`config.mk`:
```
export PLATFORM = sky130hd
export DESIGN_NAME = pulse_interval_meter
export DESIGN_NICKNAME = d
export VERILOG_FILES = /design/src/rtl/pulse_interval_meter.sv
export SDC_FILE = /design/constraint.sdc
export NUM_CORES = 1
export LEC_CHECK = 0
export CAP_MARGIN = 0
export CORE_ASPECT_RATIO = 0.8
export CORE_MARGIN = 2
export CORE_UTILIZATION = 40
export CTS_CLUSTER_SIZE = 24
export DETAILED_ROUTE_END_ITERATION = 8
export HOLD_SLACK_MARGIN = 0.06
export MAX_ROUTING_LAYER = met4
export PLACE_DENSITY = 0.59
export SLEW_MARGIN = 0
export SYNTH_ARGS = -nofsm -noshare
export SYNTH_HDL_FRONTEND = slang
export SYNTH_SLANG_ARGS = --single-unit
```
`constraint.sdc`:
```
create_clock -name clk -period 2.6 [get_ports clk]
set_input_delay 0.65 -clock clk [delete_from_list [all_inputs] [get_ports clk]]
set_output_delay 0.65 -clock clk [all_outputs]
set_load 0.005 [all_outputs]
```
`src/rtl/pulse_interval_meter.sv`:
```
// Coarse-count leg of the TDC test path: counts clk cycles from a start rise
// to the following stop rise and offers the result on a valid/ready port.
module pulse_interval_meter #(
  parameter int unsigned CNT_W       = 32,
  parameter int unsigned TIMEOUT     = 1000,
  parameter int unsigned SYNC_STAGES = 2
) (
  input  logic             clk,
  input  logic             rst,
  input  logic             start,
  input  logic             stop,
  input  logic             result_ready,
  output logic             busy,
  output logic             result_valid,
  output logic [CNT_W-1:0] result_interval,
  output logic             result_timeout,
  output logic [7:0]       missed_starts
);

  localparam logic [CNT_W-1:0] TimeoutVal = CNT_W'(TIMEOUT);

  typedef enum logic [1:0] {
    IDLE,
    COUNT,
    HOLD
  } state_e;

  state_e                 state_q, state_d;
  logic [CNT_W-1:0]       cnt_q, cnt_d;
  logic [CNT_W-1:0]       interval_q, interval_d;
  logic                   timeout_q, timeout_d;
  logic [7:0]             missed_q, missed_d;
  logic [SYNC_STAGES-1:0] start_sync_q;
  logic [SYNC_STAGES-1:0] stop_sync_q;
  logic                   start_hist_q;
  logic                   stop_hist_q;
  logic                   start_rise;
  logic                   stop_rise;

  // Both inputs share an identical path so synchronizer latency cancels out.
  always_ff @(posedge clk) begin
    if (rst) begin
      start_sync_q <= '0;
      stop_sync_q  <= '0;
      start_hist_q <= 1'b0;
      stop_hist_q  <= 1'b0;
    end else begin
      start_sync_q <= {start_sync_q[SYNC_STAGES-2:0], start};
      stop_sync_q  <= {stop_sync_q[SYNC_STAGES-2:0], stop};
      start_hist_q <= start_sync_q[SYNC_STAGES-1];
      stop_hist_q  <= stop_sync_q[SYNC_STAGES-1];
    end
  end

  assign start_rise = start_sync_q[SYNC_STAGES-1] & ~start_hist_q;
  assign stop_rise  = stop_sync_q[SYNC_STAGES-1] & ~stop_hist_q;

  always_ff @(posedge clk) begin
    if (rst) begin
      state_q    <= IDLE;
      cnt_q      <= '0;
      interval_q <= '0;
      timeout_q  <= 1'b0;
      missed_q   <= '0;
    end else begin
      state_q    <= state_d;
      cnt_q      <= cnt_d;
      interval_q <= interval_d;
      timeout_q  <= timeout_d;
      missed_q   <= missed_d;
    end
  end

  always_comb begin
    state_d    = state_q;
    cnt_d      = cnt_q;
    interval_d = interval_q;
    timeout_d  = timeout_q;
    missed_d   = missed_q;

    // Any start edge that cannot begin a measurement is recorded, saturating.
    if (start_rise && (state_q != IDLE) && (missed_q != 8'hFF)) begin
      missed_d = missed_q + 8'd1;
    end

    unique case (state_q)
      IDLE: begin
        if (start_rise) begin
          timeout_d = 1'b0;
          if (stop_rise) begin
            interval_d = '0;
            state_d    = HOLD;
          end else begin
            cnt_d   = CNT_W'(1);
            state_d = COUNT;
          end
        end
      end
      COUNT: begin
        if (stop_rise) begin
          interval_d = cnt_q;
          timeout_d  = 1'b0;
          state_d    = HOLD;
        end else if (cnt_q == TimeoutVal) begin
          interval_d = TimeoutVal;
          timeout_d  = 1'b1;
          state_d    = HOLD;
        end else begin
          cnt_d = cnt_q + CNT_W'(1);
        end
      end
      HOLD: begin
        if (result_ready) begin
          state_d = IDLE;
        end
      end
      default: begin
        state_d = IDLE;
      end
    endcase
  end

  assign busy            = (state_q == COUNT) || (state_q == HOLD);
  assign result_valid    = (state_q == HOLD);
  assign result_interval = interval_q;
  assign result_timeout  = timeout_q;
  assign missed_starts   = missed_q;

endmodule

```
==> flow_summary.json <==
{
  "ir_worst_vdd_mv": 0.433,
  "slew_violations": 0,
  "dp_hpwl_mm": 7.79,
  "yosys.area_share.simple": 0.274,
  "fin_area_sq_um": 4960,
  "rsz0062_at_grt": "false",
  "synth_area_sq_um": 4020,
  "timing.fmax_ghz": 0.404,
  "reg2reg_to": "cnt_q[22]",
  "p_leak_nw": 1.58,
  "arrival_ns": 2.70,
  "cts_made_buffers": 9,
  "grt_max_degree": 41,
  "clock_latency_ns": 0.34,
  "sw_frac_of_total": 0.260,
  "postRouteAntennaNets": 0,
  "ys_types": 63,
  "synthCells": 473,
  "fp.dieArea_sq_um": 10900,
  "worstRegToRegCells": 5,
  "h-tree-depth": 3,
  "wire_per_inst_microns": 16.9,
  "seq_area_frac_synth": 0.404,
  "synth.area.mux_share": 0.00747,
  "synth.most_common_cell": "dfxtp_1",
  "core_sq_um": 9690,
  "fin_tns_setup_ns": 0,
  "dieHeight_microns": 93.6,
  "ctsLongestPathBuffers": 2,
  "avgSynthCellArea_sq_um": 8.49,
  "hold_depth": 1,
  "synth_common_cells": "dfxtp_1 (81), a21oi_1 (52), nand4_1 (46)",
  "n_fill_cell": 929,
  "clock-sinks": 81,
  "p_comb_frac": 0.136,
  "initial_utilization": 0.415,
  "ctsRootBufferMaster": "clkbuf_16",
  "rr_startpoint": "cnt_q[20]",
  "path_clk_slew_ns": 0.06,
  "syn_to_final_growth_pct": 23.5,
  "hold_ws_ns": 0.444,
  "via_count": 3791,
  "clkPwrFrac": 0.433,
  "wl_mm": 11.1,
  "synth_edf_count": 0,
  "rrSetupSlack_ns": 0.13,
  "synth_compound_area_frac": 0.217,
  "finalSetupViolations": 0,
  "place_inst": 638,
  "grtUsageTotal": 0.222,
  "cap_viol_max_count": 0,
  "synth_xor_area_frac": 0.0240,
  "synth_adder_area_share": 0.0187,
  "dr.first_iter.drc_count": 309,
  "final_util": 0.512,
  "final.setup_skew_ns": 0.00725,
  "worstMarginPinSlew_ns": 0.716,
  "hold_violations": 0,
  "p_per_area_nw_per_um2": 595,
  "fin_nets": 525,
  "ys.flop_type": "dfxtp_1",
  "drc": 0,
  "ys_warn_count": 0,
  "drive_gt1_frac": 0.108,
  "gp_congestion": 0.876,
  "finalCriticalPeriod_ns": 2.47,
  "synth_fp_nets": 484,
  "grt.overflow.total": 0,
  "slew_headroom": 0.522,
  "io_buffers": 47,
  "netSwitchingPower_mw": 0.768,
  "setup.worst_path.start": "cnt_q[20]",
  "required_ns": 2.83,
  "cts_tree": "done",
  "startpoint_type": "flip-flop",
  "worst_setup_path_end_kind": "flip-flop",
  "grt_antenna_before_repair": 0,
  "dpl_cell_area_sq_um": 4640,
  "vias_per_cell": 5.80,
  "hold_end": "stop_sync_q[1]",
  "die_w_microns": 116,
  "netlist_top_cells_area": "dfxtp_1 (40%), nand4_1 (7.2%), a21oi_1 (6.5%)",
  "intPower_mw": 2.18,
  "seqPwrFrac": 0.431,
  "grt_pass1_vias": 3391,
  "synth_seq_cells": 81,
  "synth_top_area_frac": 0.404,
  "critical_path_class": "reg2reg",
  "post-route-period-util": 0.951,
  "synth_top_family_by_area": "simple AND/OR/NAND/NOR gates",
  "dr.pass1.iters": 4,
  "min_from": "stop_sync_q[0]",
  "antenna_cells": 0,
  "status": "complete, no violations",
  "cts_hold_buf": 0,
  "rows": 32,
  "num_io_pins": 48,
  "grt_pass1_wl_mm": 18.1,
  "path_max_fanout": 7,
  "hp-class": "reg2reg",
  "synthArstFlopShare": 0,
  "final_cells": 654,
  "synth_top_cell_by_area": "dfxtp_1"
}
## critical path, cell delays in order (launching register included)
cell     delay, ns
dfxtp_1       0.37
nor4_1        0.62
nand3_2       0.38
o31ai_2       0.52
nor3_1        0.14
a221o_1       0.33
## worst max path at each step
stage	end	slack, ns	cells after the start
floorplan	cnt_q[18]	0.51	9
global placement	result_interval[6]	0.20	7
detailed placement	result_interval[12]	0.09	7
CTS	result_interval[7]	0.05	7
global route	cnt_q[27]	0.03	7
finish	cnt_q[22]	0.13	5
## power by group through the flow
stage / clock [mW] / combinational, mW / sequential [mW]
5_1_grt: 1.36 / 0.437 / 1.27
3_5_place_dp: 0 / 0.394 / 1.30
4_1_cts: 1.31 / 0.397 / 1.27
2_1_floorplan: 0 / 0.253 / 1.30
6_report: 1.28 / 0.402 / 1.27
3_3_place_gp: 0 / 0.389 / 1.30
## area by class of cell
type	count	area, sq um	area share
Clock buffer	12	256	0.0517
Multi-Input combinational cell	341	2190	0.442
Timing Repair Buffer	68	631	0.127
Sequential cell	81	1620	0.327
Clock inverter	3	40.0	0.00807
Inverter	13	48.8	0.00984
Tap cell	136	170	0.0343
## layer usage
| layer | up-vias | track usage | share of wire |
|---|---|---|---|
| li1 | 1866 | - | - |
| met1 | 1784 | 0.306 | 0.47 |
| met2 | 120 | 0.318 | 0.44 |
| met3 | 21 | 0.0518 | 0.066 |
| met4 | 0 | 0.0804 | 0.023 |
| met5 | - | - | 0 |
## through the flow
step	power, mW	setup WS [ns]
after floorplan	1.55	0.509
after global placement	1.69	0.199
after detailed placement	1.69	0.0861
after CTS	2.98	0.0493
after global routing	3.07	0.0270
final	2.95	0.127
## layout by cell type, fill, tap and decap left out, types with 2 or more instances in the layout
master	count
o21ai_1	3
nand4_1	46
and3_1	4
inv_1	12
mux2i_1	3
a211o_1	2
nor4_1	4
ha_1	6
clkbuf_8	2
o21ai_0	45
clkbuf_16	9
xor2_1	4
or4_1	2
nor2_1	28
nand2_1	20
a21o_1	2
buf_4	20
clkinv_2	2
and4_1	9
o31ai_1	2
nand3_1	21
or3_1	14
nor4b_2	2
xnor2_1	7
o311ai_4	2
a31oi_1	7
nor3_1	7
dfxtp_1	81
nor2b_1	7
o221ai_1	6
clkdlybuf4s50_1	46
a21oi_1	52
nor4b_1	2
nand3b_1	2
nand2b_1	4
## logic make-up (layout without fill, tap and decap cells)
logic type                 Yosys count  after routing
buffers and inverters               51             96
adders and majority gates            6              6
DFF                                 81             81
xor gates and xnor gates            11             11
muxes                                3              3
and+or+nand+nor                    184            184
AOI/OAI and AO/OA                  137            137
## registers in the layout (all words and copies together) (netlist names)
register,cells
stop_hist_q,1
missed_starts,8
result_timeout,1
result_interval,32
start_hist_q,1
cnt_q,32
state_q,2
stop_sync_q,2
start_sync_q,2
## repair_timing
action                                  in CTS  in global routing
hold endpoints to repair                     0                  0
resized for setup                            0                  1
endpoints found under the setup margin       0                  6
setup buffers                                0                  0
(Power assumes the default switching activity.)
